--- src/rtl/click_pkg.sv ---
// rtl/click_pkg.sv - shared types for the click demux slice
package click_pkg;

  // One bit of 2-phase handshake signalling
  typedef logic phase_t;

  // Demux controller states
  typedef enum logic {
    IDLE     = 1'b0,
    WAIT_ACK = 1'b1
  } state_t;

endpackage

--- src/rtl/click_demux_2_if.sv ---
// rtl/click_demux_2_if.sv - 2-phase click channel interfaces (with and without data)
interface ifc_click #(
  parameter int DATA_WIDTH = 8
);
  logic                  req;
  logic                  ack;
  logic [DATA_WIDTH-1:0] data;

  modport in  (input req, input data, output ack);
  modport out (output req, output data, input ack);
endinterface

interface ifc_click_nodata;
  logic req;
  logic ack;

  modport in  (input req, output ack);
  modport out (output req, input ack);
endinterface

--- src/rtl/click_sync2.sv ---
// rtl/click_sync2.sv - 1-bit two-flop synchronizer with configurable reset value
module click_sync2
  import click_pkg::*;
#(
  parameter phase_t RST_VAL = 1'b0
) (
  input  logic   clk,
  input  logic   rst,
  input  phase_t d,
  output phase_t q
);

  phase_t s1;
  phase_t s2;

  // Two-stage capture; both stages start at the channel's initial phase
  always_ff @(posedge clk) begin
    if (rst) begin
      s1 <= RST_VAL;
      s2 <= RST_VAL;
    end else begin
      s1 <= d;
      s2 <= s1;
    end
  end

  assign q = s2;

endmodule

--- src/rtl/click_demux_2.sv ---
// rtl/click_demux_2.sv - 2-phase click demux, one input token routed to outB or outC; CLICK_DEMUX_SYNC_EN adds input synchronizers
module click_demux_2
  import click_pkg::*;
#(
  parameter int     DATA_WIDTH     = 8,
  parameter phase_t PHASE_INIT_A   = 1'b0,
  parameter phase_t PHASE_INIT_B   = 1'b0,
  parameter phase_t PHASE_INIT_C   = 1'b0,
  parameter phase_t PHASE_INIT_SEL = 1'b0
) (
  input  logic            clk,
  input  logic            rst,
  ifc_click.in            inA,
  ifc_click_nodata.in     sel,
  input  logic            sel_data,
  ifc_click.out           outB,
  ifc_click.out           outC
);

  // Handshake inputs as seen by the controller (raw or synchronized)
  phase_t a_req_s;
  phase_t sel_req_s;
  phase_t b_ack_s;
  phase_t c_ack_s;

`ifdef CLICK_DEMUX_SYNC_EN
  click_sync2 #(.RST_VAL(PHASE_INIT_A))   u_sync_a   (.clk(clk), .rst(rst), .d(inA.req),  .q(a_req_s));
  click_sync2 #(.RST_VAL(PHASE_INIT_SEL)) u_sync_sel (.clk(clk), .rst(rst), .d(sel.req),  .q(sel_req_s));
  click_sync2 #(.RST_VAL(PHASE_INIT_B))   u_sync_b   (.clk(clk), .rst(rst), .d(outB.ack), .q(b_ack_s));
  click_sync2 #(.RST_VAL(PHASE_INIT_C))   u_sync_c   (.clk(clk), .rst(rst), .d(outC.ack), .q(c_ack_s));
`else
  assign a_req_s   = inA.req;
  assign sel_req_s = sel.req;
  assign b_ack_s   = outB.ack;
  assign c_ack_s   = outC.ack;
`endif

  state_t                state_q, state_n;
  phase_t                a_ack_q, a_ack_n;
  phase_t                sel_ack_q, sel_ack_n;
  phase_t                b_req_q, b_req_n;
  phase_t                c_req_q, c_req_n;
  logic [DATA_WIDTH-1:0] data_q, data_n;
  logic                  route_q, route_n;

  logic a_pending;
  logic sel_pending;
  logic out_done;

  assign a_pending   = (a_req_s != a_ack_q);
  assign sel_pending = (sel_req_s != sel_ack_q);
  // Only the output chosen for the current token can complete it
  assign out_done    = route_q ? (b_ack_s == b_req_q) : (c_ack_s == c_req_q);

  // State and phase registers
  always_ff @(posedge clk) begin
    if (rst) begin
      state_q   <= IDLE;
      a_ack_q   <= PHASE_INIT_A;
      sel_ack_q <= PHASE_INIT_SEL;
      b_req_q   <= PHASE_INIT_B;
      c_req_q   <= PHASE_INIT_C;
      data_q    <= '0;
      route_q   <= 1'b0;
    end else begin
      state_q   <= state_n;
      a_ack_q   <= a_ack_n;
      sel_ack_q <= sel_ack_n;
      b_req_q   <= b_req_n;
      c_req_q   <= c_req_n;
      data_q    <= data_n;
      route_q   <= route_n;
    end
  end

  // Join both input tokens, fire one output, then ack both inputs when it returns
  always_comb begin
    state_n   = state_q;
    a_ack_n   = a_ack_q;
    sel_ack_n = sel_ack_q;
    b_req_n   = b_req_q;
    c_req_n   = c_req_q;
    data_n    = data_q;
    route_n   = route_q;
    case (state_q)
      IDLE: begin
        if (a_pending && sel_pending) begin
          data_n  = inA.data;
          route_n = sel_data;
          if (sel_data) begin
            b_req_n = ~b_req_q;
          end else begin
            c_req_n = ~c_req_q;
          end
          state_n = WAIT_ACK;
        end
      end
      WAIT_ACK: begin
        if (out_done) begin
          a_ack_n   = ~a_ack_q;
          sel_ack_n = ~sel_ack_q;
          state_n   = IDLE;
        end
      end
      default: state_n = IDLE;
    endcase
  end

  assign inA.ack   = a_ack_q;
  assign sel.ack   = sel_ack_q;
  assign outB.req  = b_req_q;
  assign outC.req  = c_req_q;
  assign outB.data = data_q;
  assign outC.data = data_q;

endmodule

--- src/flat_wrapper.sv ---
// flat-port wrapper written by rule: the top's interface ports become plain ports
module click_demux_2_flat import click_pkg::*;
#(
  parameter int     DATA_WIDTH     = 8,
  parameter phase_t PHASE_INIT_A   = 1'b0,
  parameter phase_t PHASE_INIT_B   = 1'b0,
  parameter phase_t PHASE_INIT_C   = 1'b0,
  parameter phase_t PHASE_INIT_SEL = 1'b0
)
  (clk, rst, sel_data, inA_req, inA_data, inA_ack, sel_req, sel_ack, outB_req, outB_data, outB_ack, outC_req, outC_data, outC_ack);
  ifc_click #(.DATA_WIDTH(DATA_WIDTH)) inA_i ();
  ifc_click_nodata sel_i ();
  ifc_click #(.DATA_WIDTH(DATA_WIDTH)) outB_i ();
  ifc_click #(.DATA_WIDTH(DATA_WIDTH)) outC_i ();
  input  logic clk;
  input  logic rst;
  input  logic sel_data;
  input wire logic [$bits(inA_i.req)-1:0] inA_req;
  input wire logic [$bits(inA_i.data)-1:0] inA_data;
  output wire logic [$bits(inA_i.ack)-1:0] inA_ack;
  input wire logic [$bits(sel_i.req)-1:0] sel_req;
  output wire logic [$bits(sel_i.ack)-1:0] sel_ack;
  output wire logic [$bits(outB_i.req)-1:0] outB_req;
  output wire logic [$bits(outB_i.data)-1:0] outB_data;
  input wire logic [$bits(outB_i.ack)-1:0] outB_ack;
  output wire logic [$bits(outC_i.req)-1:0] outC_req;
  output wire logic [$bits(outC_i.data)-1:0] outC_data;
  input wire logic [$bits(outC_i.ack)-1:0] outC_ack;
  assign inA_i.req = inA_req;
  assign inA_i.data = inA_data;
  assign inA_ack = inA_i.ack;
  assign sel_i.req = sel_req;
  assign sel_ack = sel_i.ack;
  assign outB_req = outB_i.req;
  assign outB_data = outB_i.data;
  assign outB_i.ack = outB_ack;
  assign outC_req = outC_i.req;
  assign outC_data = outC_i.data;
  assign outC_i.ack = outC_ack;
  click_demux_2 #(.DATA_WIDTH(DATA_WIDTH), .PHASE_INIT_A(PHASE_INIT_A), .PHASE_INIT_B(PHASE_INIT_B), .PHASE_INIT_C(PHASE_INIT_C), .PHASE_INIT_SEL(PHASE_INIT_SEL)) u_core (.clk(clk), .rst(rst), .inA(inA_i), .sel(sel_i), .sel_data(sel_data), .outB(outB_i), .outC(outC_i));
endmodule
--- config.mk ---
export PLATFORM = sky130hd
export DESIGN_NAME = click_demux_2_flat
export DESIGN_NICKNAME = d
export VERILOG_FILES = /design/src/rtl/click_pkg.sv /design/src/rtl/click_demux_2_if.sv /design/src/rtl/click_sync2.sv /design/src/rtl/click_demux_2.sv /design/src/flat_wrapper.sv
export SDC_FILE = /design/constraint.sdc
export NUM_CORES = 1
export LEC_CHECK = 0
export ABC_CLOCK_PERIOD_IN_PS = 2600
export BUFFER_PORTS_ARGS = -buffer_cell sky130_fd_sc_hd__clkbuf_2
export CAP_MARGIN = 20
export CORE_MARGIN = 1
export CORE_UTILIZATION = 48
export DETAILED_ROUTE_END_ITERATION = 16
export PLACE_DENSITY = 0.81
export SLEW_MARGIN = 20
export SYNTH_ARGS = -nofsm -noshare
export SYNTH_HDL_FRONTEND = slang
export SYNTH_HIERARCHICAL = 1
export SYNTH_SLANG_ARGS = --single-unit
--- constraint.sdc ---
create_clock -name clk -period 2.6 [get_ports clk]
set_clock_uncertainty 0.05 [all_clocks]
set_input_delay 0.13 -clock clk [delete_from_list [all_inputs] [get_ports clk]]
set_output_delay 0.13 -clock clk [all_outputs]
set_load 0.1 [all_outputs]
; ---- Word-level counts from Yosys, hierarchy flattened
; Index checks and enable logic that the tools add are counted.
; Widths: inputs -> output; s select.
[classes]
eq_ne = 4
muxes = 4
bitwise_logic = 6
n_reduce_logical = 5
[ops]
columns = op, n
row1 = $not 1->1, 6
row2 = $reduce_and 3->1, 2
row3 = $reduce_and 2->1, 2
row4 = $mux 1, 3
row5 = $eq 1x1->1, 2
row6 = $ne 1x1->1, 2
row7 = $pmux 1 s2, 1
row8 = $logic_and 1x1->1, 1
[totals]
regBits = 14
input_bits = 15
output_inout_bits = 20
elab_cells = 26

; ---- Depth between registers and ports, before layout
; Gate-level depths: netlist (run 1).
[logic_depth]
word_depth = 4
ltp_mapped = 4
depth_no_buf = 3

; ---- Worst setup path after synthesis (run 1)
; No wires, ideal clock.
[synth_path]
path_type = flip-flop to flip-flop
start = reg u_core.a_ack_q, in the netlist u_core/inA.ack
end = reg u_core.b_req_q, in the netlist u_core/outB.req
setup_time_ns = 0.123
t_arrival_ns = 1.987
required_time_ns = 2.427
slack_ns = 0.439
stages_incl_launch_ff = 5
path_buffers = 1
synth_period_minus_slack_ns = 2.161
cell_sequence = dfxtp_1 -> xnor2_1 -> buf_6 -> nor4b_4 -> mux2_1
[synth_between]
elab_chain_len = 3
[synth_lines]
columns = element, line_no
row1 = from (decl), click_demux_2.sv:39  ; phase_t a_ack_q, a_ack_n;
row2 = from (signal assigned), click_demux_2.sv:67  ; a_ack_q <= a_ack_n;
row3 = $ne 1x1->1, click_demux_2.sv:50  ; assign a_pending = (a_req_s != a_ack_q);
row4 = $logic_and 1x1->1, click_demux_2.sv:87  ; if (a_pending && sel_pending) begin
row5 = $reduce_and 3->1 (no source line), -
row6 = to (signal assigned), click_demux_2.sv:69  ; b_req_q <= b_req_n;
row7 = to (decl), click_demux_2.sv:41  ; phase_t b_req_q, b_req_n;
; No other way between the ends.
; A chain may end at the register's enable or synchronous reset.

; ---- Worst setup path in the final report (run 1)
; Ends and elaborated chain as after synthesis.

==> results of run 1 <==
-- cell usage in the layout, fill, tap and decap left out --
master	instances
xnor2_1	2
mux2_2	2
a22o_1	1
nand2b_1	3
mux2_1	1
nor4_1	1
clkbuf_4	3
nor2b_1	4
nand2_1	1
a21oi_1	8
clkbuf_2	34
or3_1	1
nand3_1	1
xor2_1	4
nand4b_1	8
nor4b_4	1
a31oi_1	1
o31ai_1	7
inv_1	1
nor2_1	4
o22ai_1	1
a31o_1	1
dfxtp_1	14
o41ai_1	1
-- worst paths after layout --
| check | cells past startpoint | start | slack, ns | endpoint |
|---|---|---|---|---|
| max | 3 | u_core/inA.ack | 0.82 | u_core/outB.req |
| min | 3 | inA_data[3] | 0.07 | u_core/outB.data[3] |
| max reg2reg | 3 | u_core/inA.ack | 0.82 | u_core/outB.req |
| min reg2reg | 2 | u_core/outB.data[2] | 0.44 | u_core/outB.data[2] |
-- tightest hold or removal path, cell delays in order --
cell and delay, ns:
clkbuf_2 0.08, nand4b_1 0.08, a21oi_1 0.06
-- power by group --
part           total (mW)  switching (mW)  internal [mW]
logic               0.334           0.270         0.0634
clock network       0.119          0.0657         0.0535
registers           0.263          0.0282          0.235
-- cells by family (layout without fill, tap and decap cells) --
group / Yosys count / in the layout / synth area share (%)
compound gates: 20 / 20 / 17.1
xor+xnor: 6 / 6 / 6.84
buf+inv: 15 / 38 / 12.5
flops: 14 / 14 / 36.5
mux: 3 / 3 / 4.40
simple gates: 24 / 24 / 22.6
-- routing by layer --
layer	GRT usage, %	up-vias	wire length (µm)
met5	0	-	0
met4	12.3	0	15
met3	4.31	2	90
met2	29.4	27	709
met1	23.9	305	741
li1	-	339	-
-- sequential cells by signal (all words and copies together) (netlist names) --
register and count:
u_core/state_q 1, u_core/outB.data 8, u_core/outB.req 1, u_core/outC.req 1, u_core/route_q 1, u_core/inA.ack 1, u_core/sel.ack 1
-- per-stage QoR --
stage | area [µm²] | power (mW)
6_report | 888 | 0.716
5_1_grt | 888 | 0.747
4_1_cts | 888 | 0.720
3_5_place_dp | 866 | 0.601
3_3_place_gp | 866 | 0.598
2_1_floorplan | 768 | 0.570
-- final cells by class --
cell class                      instances  area, µm²
Clock buffer                            3       22.5
Fill cell                             134        618
Multi-Input combinational cell         53        392
Timing Repair Buffer                   34        170
Sequential cell                        14        280
Tap cell                               16       20.0
Inverter                                1       3.75
==> summary.md, run 1 <==
| Metric | Value |
|---|---|
| Outcome | `finished, final reports clean` |
| Postcts setup bufs | `0` |
| Max cap viols | `0` |
| Async SR Flop Fraction | `0%` |
| Post-synth EDFFs | `0` |
| Clock latency on the worst-skew pair | `0.27 ns` |
| Non-Filler Instances | `121` |
| Relative slew slack | `31.7%` |
| Required time worst endpoint | `2.72 ns` |
| Kind of critical path | `reg2reg` |
| Maximum vdd drop | `359 µV` |
| Post-Syn Instances | `82` |
| Final Hold Violating Endpoints | `0` |
| DR WL/cell | `12.9 µm` |
| Worst Setup Start Kind | `register` |
| Unrepaired setup endpoints after global routing | `false` |
| Vias per inst | `5.56` |
| Mean Syn Cell Area | `around 9.4 µm²` |
| CP Max Fanout | `11` |
| Sequential element share of the synthesized area | `36.5%` |
| Primary FF master, synth | `dfxtp_1` |
| WHS | `between 0.06 and 0.07 ns` |
| Vias in the first global route | `573` |
| Setup TNS | `0 ns` |
| YS warnings | `6` |
| Core Rows | `14` |
| Die height | `42.0 µm` |
| CTS Hold Bufs | `0` |
| Die ar. | `0.00176 mm²` |
| Final worst path period share | `68.3%` |
| Synth area leader | `dfxtp_1` |
| Initial antenna violation count | `0` |
| Crit-path leading delay family | `XOR/XNOR gates` |
| First-pass GRT wire length | `2.48 mm` |
| Number of placed instances, taps included | `about 120` |
| Most common cell in the netlist | `dfxtp_1` |
| Critical Path AT | `1.89 ns` |
| Cell area power density | `806 mW/mm²` |
| Yosys top cell area share | `a little over a third` |
| Grt total ovfl | `0` |
| Synth-to-layout area growth | `15.6%` |
| Lkg Pwr | `just over 0.4 nW` |
| Cells taking the most area after synthesis | `dfxtp_1 36%, nand4b_1 9.1%, buf_4 7.8%` |
| Commonest cells in the synthesized netlist | `14 x dfxtp_1, 8 x a21oi_1, 8 x buf_4, 8 x nand4b_1, 7 x o31ai_1` |
| Vias | `673` |
| Clk sinks | `14` |
| PortBufs | `34` |
| Residual DRC | `0` |
| Synth Cell Area | `around 770 µm²` |
| Worst Tran Pin Value | `1.02 ns` |
| CP peak stage delay | `0.82 ns` |
| Clk slew on worst S/H paths | `around 0.080 ns` |
| Slowest CP cell | `xnor2_1` |
| Layout cell share with drive strength beyond 1 | `38.1%` |
| Chip width | `42.0 µm` |
| ANT cells | `0` |
| Pin count of the biggest net entering global routing | `23` |
| Layout Nets | `122` |
| Worst hold-check path type | `in2reg` |
| Cts repair resizes | `0` |
| GR Util All Layers | `between 10% and 20%` |
| Max-slew violation count | `0` |
| Fin util | `59.0%` |
| Post-synth cell types | `26` |
| Post-placement setup slack | `0.852 ns` |
| #FFs+latches synth | `14` |
| Clock tree buffer depth | `2` |
| Clock root buffer master | `clkbuf_4` |
| CP endpoint kind | `register` |
| Core Box Area | `0.00151 mm²` |
| Initial Util | `approximately half` |
| Syn Nets | `97` |
| I/O pins | `35` |
| DRT iter0 DRCs | `18` |
| FMAX | `563 MHz` |
| HPWL after DPL | `around 1.1 mm` |
| Initial DRT Pass Iterations | `4` |
| CP Cell Sequence | `xnor2_1 -> nor4b_4 -> mux2_1` |
| Routability cong. | `0.825` |
| H-Tree Depth | `1` |
| TritonCTS clock tree | `yes` |
| Minimum clock period | `1.78 ns` |
| Post-route ant nets | `0` |
| Buf/Inv on CP | `0` |
| Final wirelength | `~1.6 mm` |
| Final worst setup slack | `0.823 ns` |
| Setup violations, final | `0` |
| Num CTS Buffers | `3` |
Power figures use the tool's default switching activity.
==> run 2, diff against run 1 <==
- ABC_CLOCK_PERIOD_IN_PS: 2600 -> 1760
- CORE_UTILIZATION: 48 -> 45
- PLACE_DENSITY: 0.81 -> 0.76
- clock period: 2.6 -> 1.76 ns (I/O delays scaled with it)
==> run 2 against run 1 <==
Effect of this change:
- the run now ends with DRC left
- routed wire length up 3.1%
- register-to-register slack lost 0.50 ns
- design area is 4.6% higher
- non-clock buffer count increased by 3
- combinational power rose by 56%
- sequential power up 45%
- critical path type unchanged
- critical endpoint is now u_core/outB.data[7]
==> summary.md, run 2 (synthesis results as in run 1) <==
| Metric | Value |
|---|---|
| Outcome | `finished with violations` |
| Failing checks | `DRC` |
| I/O pins | `35` |
| Pint | `0.581 mW` |
| Clock root buffer master | `clkbuf_4` |
| Number of placed instances, taps included | `121` |
| DP Area | `893 µm²` |
| Worst hold-check path type | `in2reg` |
| Kind of critical path | `reg2reg` |
| HPWL after DPL | `1.19 mm` |
| CP peak stage delay | `~0.44 ns` |
| Worst Setup EP | `u_core/outB.data[7]` |
| TritonCTS clock tree | `yes` |
| Clk sinks | `14` |
| Core Rows | `14` |
| Clock tree buffer depth | `2` |
| Clk slew on worst S/H paths | `around 0.08 ns` |
| Critical Path AT | `1.55 ns` |
| Vias in the first global route | `between 500 and 600` |
| Final worst setup slack | `0.324 ns` |
| DR WL/cell | `12.8 µm` |
| Pin count of the biggest net entering global routing | `19` |
| P_sw | `between 0.5 and 0.6 mW` |
| Fin util | `approximately 60%` |
| FMAX | `696 MHz` |
| Commonest non-fill, non-tap cell in the layout | `clkbuf_2` |
| Cts repair resizes | `0` |
| First-pass GRT wire length | `2.62 mm` |
| Non-Filler Instances | `~130` |
| H-Tree Depth | `1` |
| Initial Util | `49.3%` |
| Reg-to-reg setup timing slack | `0.32 ns` |
| First element of the critical path | `u_core/inA.ack` |
| Vias per inst | `approximately 5.6` |
| Final Cell Area | `930 µm²` |
| Post-route ant nets | `0` |
| Cell area power density | `1210 mW/mm²` |
| Chip width | `43.3 µm` |
| PortBufs | `34` |
| Unrepaired setup endpoints after global routing | `false` |
| RR Startpoint | `u_core/inA.ack` |
| Max-slew violation count | `0` |
| Vias | `704` |
| CTS Hold Bufs | `0` |
| Initial antenna violation count | `0` |
| Postcts setup bufs | `0` |
| Relative slew slack | `about three fifths` |
| Register-to-Register Path Depth | `3` |
| ANT cells | `0` |
| Commonest cells after routing, fill and taps aside | `34 x clkbuf_2, 10 x dfxtp_1, 8 x nand4b_1, 8 x a21oi_1, 7 x o31ai_1` |
| Worst Setup Start Kind | `register` |
| CP Max Fanout | `5` |
| Layout Nets | `125` |
| Post-placement setup slack | `0.365 ns` |
| Final wirelength | `1.60 mm` |
| Die height | `43.3 µm` |
| CP endpoint kind | `register` |
| RR Endpoint | `u_core/outB.data[7]` |
| Die ar. | `0.00188 mm²` |
| Routability cong. | `0.794` |
| Grt total ovfl | `0` |
| Lkg Pwr | `0.428 nW` |
| Sequential share of power | `33.8%` |
| Residual DRC | `4` |
| Final Hold Violating Endpoints | `0` |
| Synth-to-layout area growth | `21.0%` |
| GR Util All Layers | `about a fifth` |
| Slowest CP cell | `or3_1` |
| Layout cell share with drive strength beyond 1 | `44.0%` |
| DRT iter0 DRCs | `26` |
| Final worst path period share | `roughly 82%` |
| Max cap viols | `0` |
| Sw Ratio | `about half` |
| Initial DRT Pass Iterations | `10` |
| Clock latency on the worst-skew pair | `0.27 ns` |
| Setup TNS | `0 ns` |
| Required time worst endpoint | `1.87 ns` |
| Num CTS Buffers | `3` |
| Setup violations, final | `0` |
| Core Box Area | `around 0.0016 mm²` |
| Power share of the clock group | `20.0%` |
| CP Cell Sequence | `xnor2_1 -> or3_1 -> a31o_1` |
| Maximum vdd drop | `~660 µV` |
| Worst Tran Pin Value | `0.623 ns` |
| Max reg flops | `8` |
| Minimum clock period | `1.44 ns` |
| Logic pwr share | `roughly 46%` |
## run 2: cell types whose count changed in the layout (fill, tap and decap cells not counted), sizes merged
cell,previous run,this run
buf,0,3
clkbuf,37,38
## run 2: worst min path at each step
stage,from,end,slack [ns],cells after the start
after floorplan,inA_data[0],u_core/outB.data[0],0.21,2
after global placement,inA_data[4],u_core/outB.data[4],0.30,3
after detailed placement,inA_data[5],u_core/outB.data[5],0.31,3
after CTS,inA_data[5],u_core/outB.data[5],0.01,3
after global routing,inA_data[2],u_core/outB.data[2],0.01,3
final,inA_data[5],u_core/outB.data[5],0.02,3
## run 2: cell type report
type / instances / area (µm²)
inverters: 1 / 3.75
fillers: 157 / 629
clock buffers: 4 / 36.3
repair buffers: 37 / 193
well taps: 16 / 20.0
multi-input cells: 53 / 392
flip-flops and latches: 14 / 285
## run 2: metal layers
layer / global-route usage (%) / vias up / share of wire [%]
li1: - / 347 / -
met1: 24.2 / 333 / 44
met2: 31.5 / 22 / 50
met3: 2.55 / 2 / 4.6
met4: 9.38 / 0 / 1.0
met5: 0 / - / 0
## run 2: worst max-delay path, delay by kind of cell (launching register included)
kind | cells | cell delay [ns]
compound gates | 1 | 0.25
xor+xnor | 1 | 0.23
flops | 1 | 0.35
simple gates | 1 | 0.44
## run 2: through the flow
step / total power [mW] / hold WS [ns]
floorplan: 0.844 / 0.212
global placement: 0.898 / 0.301
detailed placement: 0.907 / 0.306
CTS: 1.14 / 0.0136
global route: 1.19 / 0.0148
finish: 1.13 / 0.0201
## run 2: power by group through the flow
stage	combinational, mW	sequential, mW	clock, mW
after global placement	0.513	0.385	0
after global routing	0.542	0.386	0.260
after detailed placement	0.519	0.388	0
after CTS	0.520	0.381	0.234
final	0.521	0.381	0.225
after floorplan	0.278	0.566	0
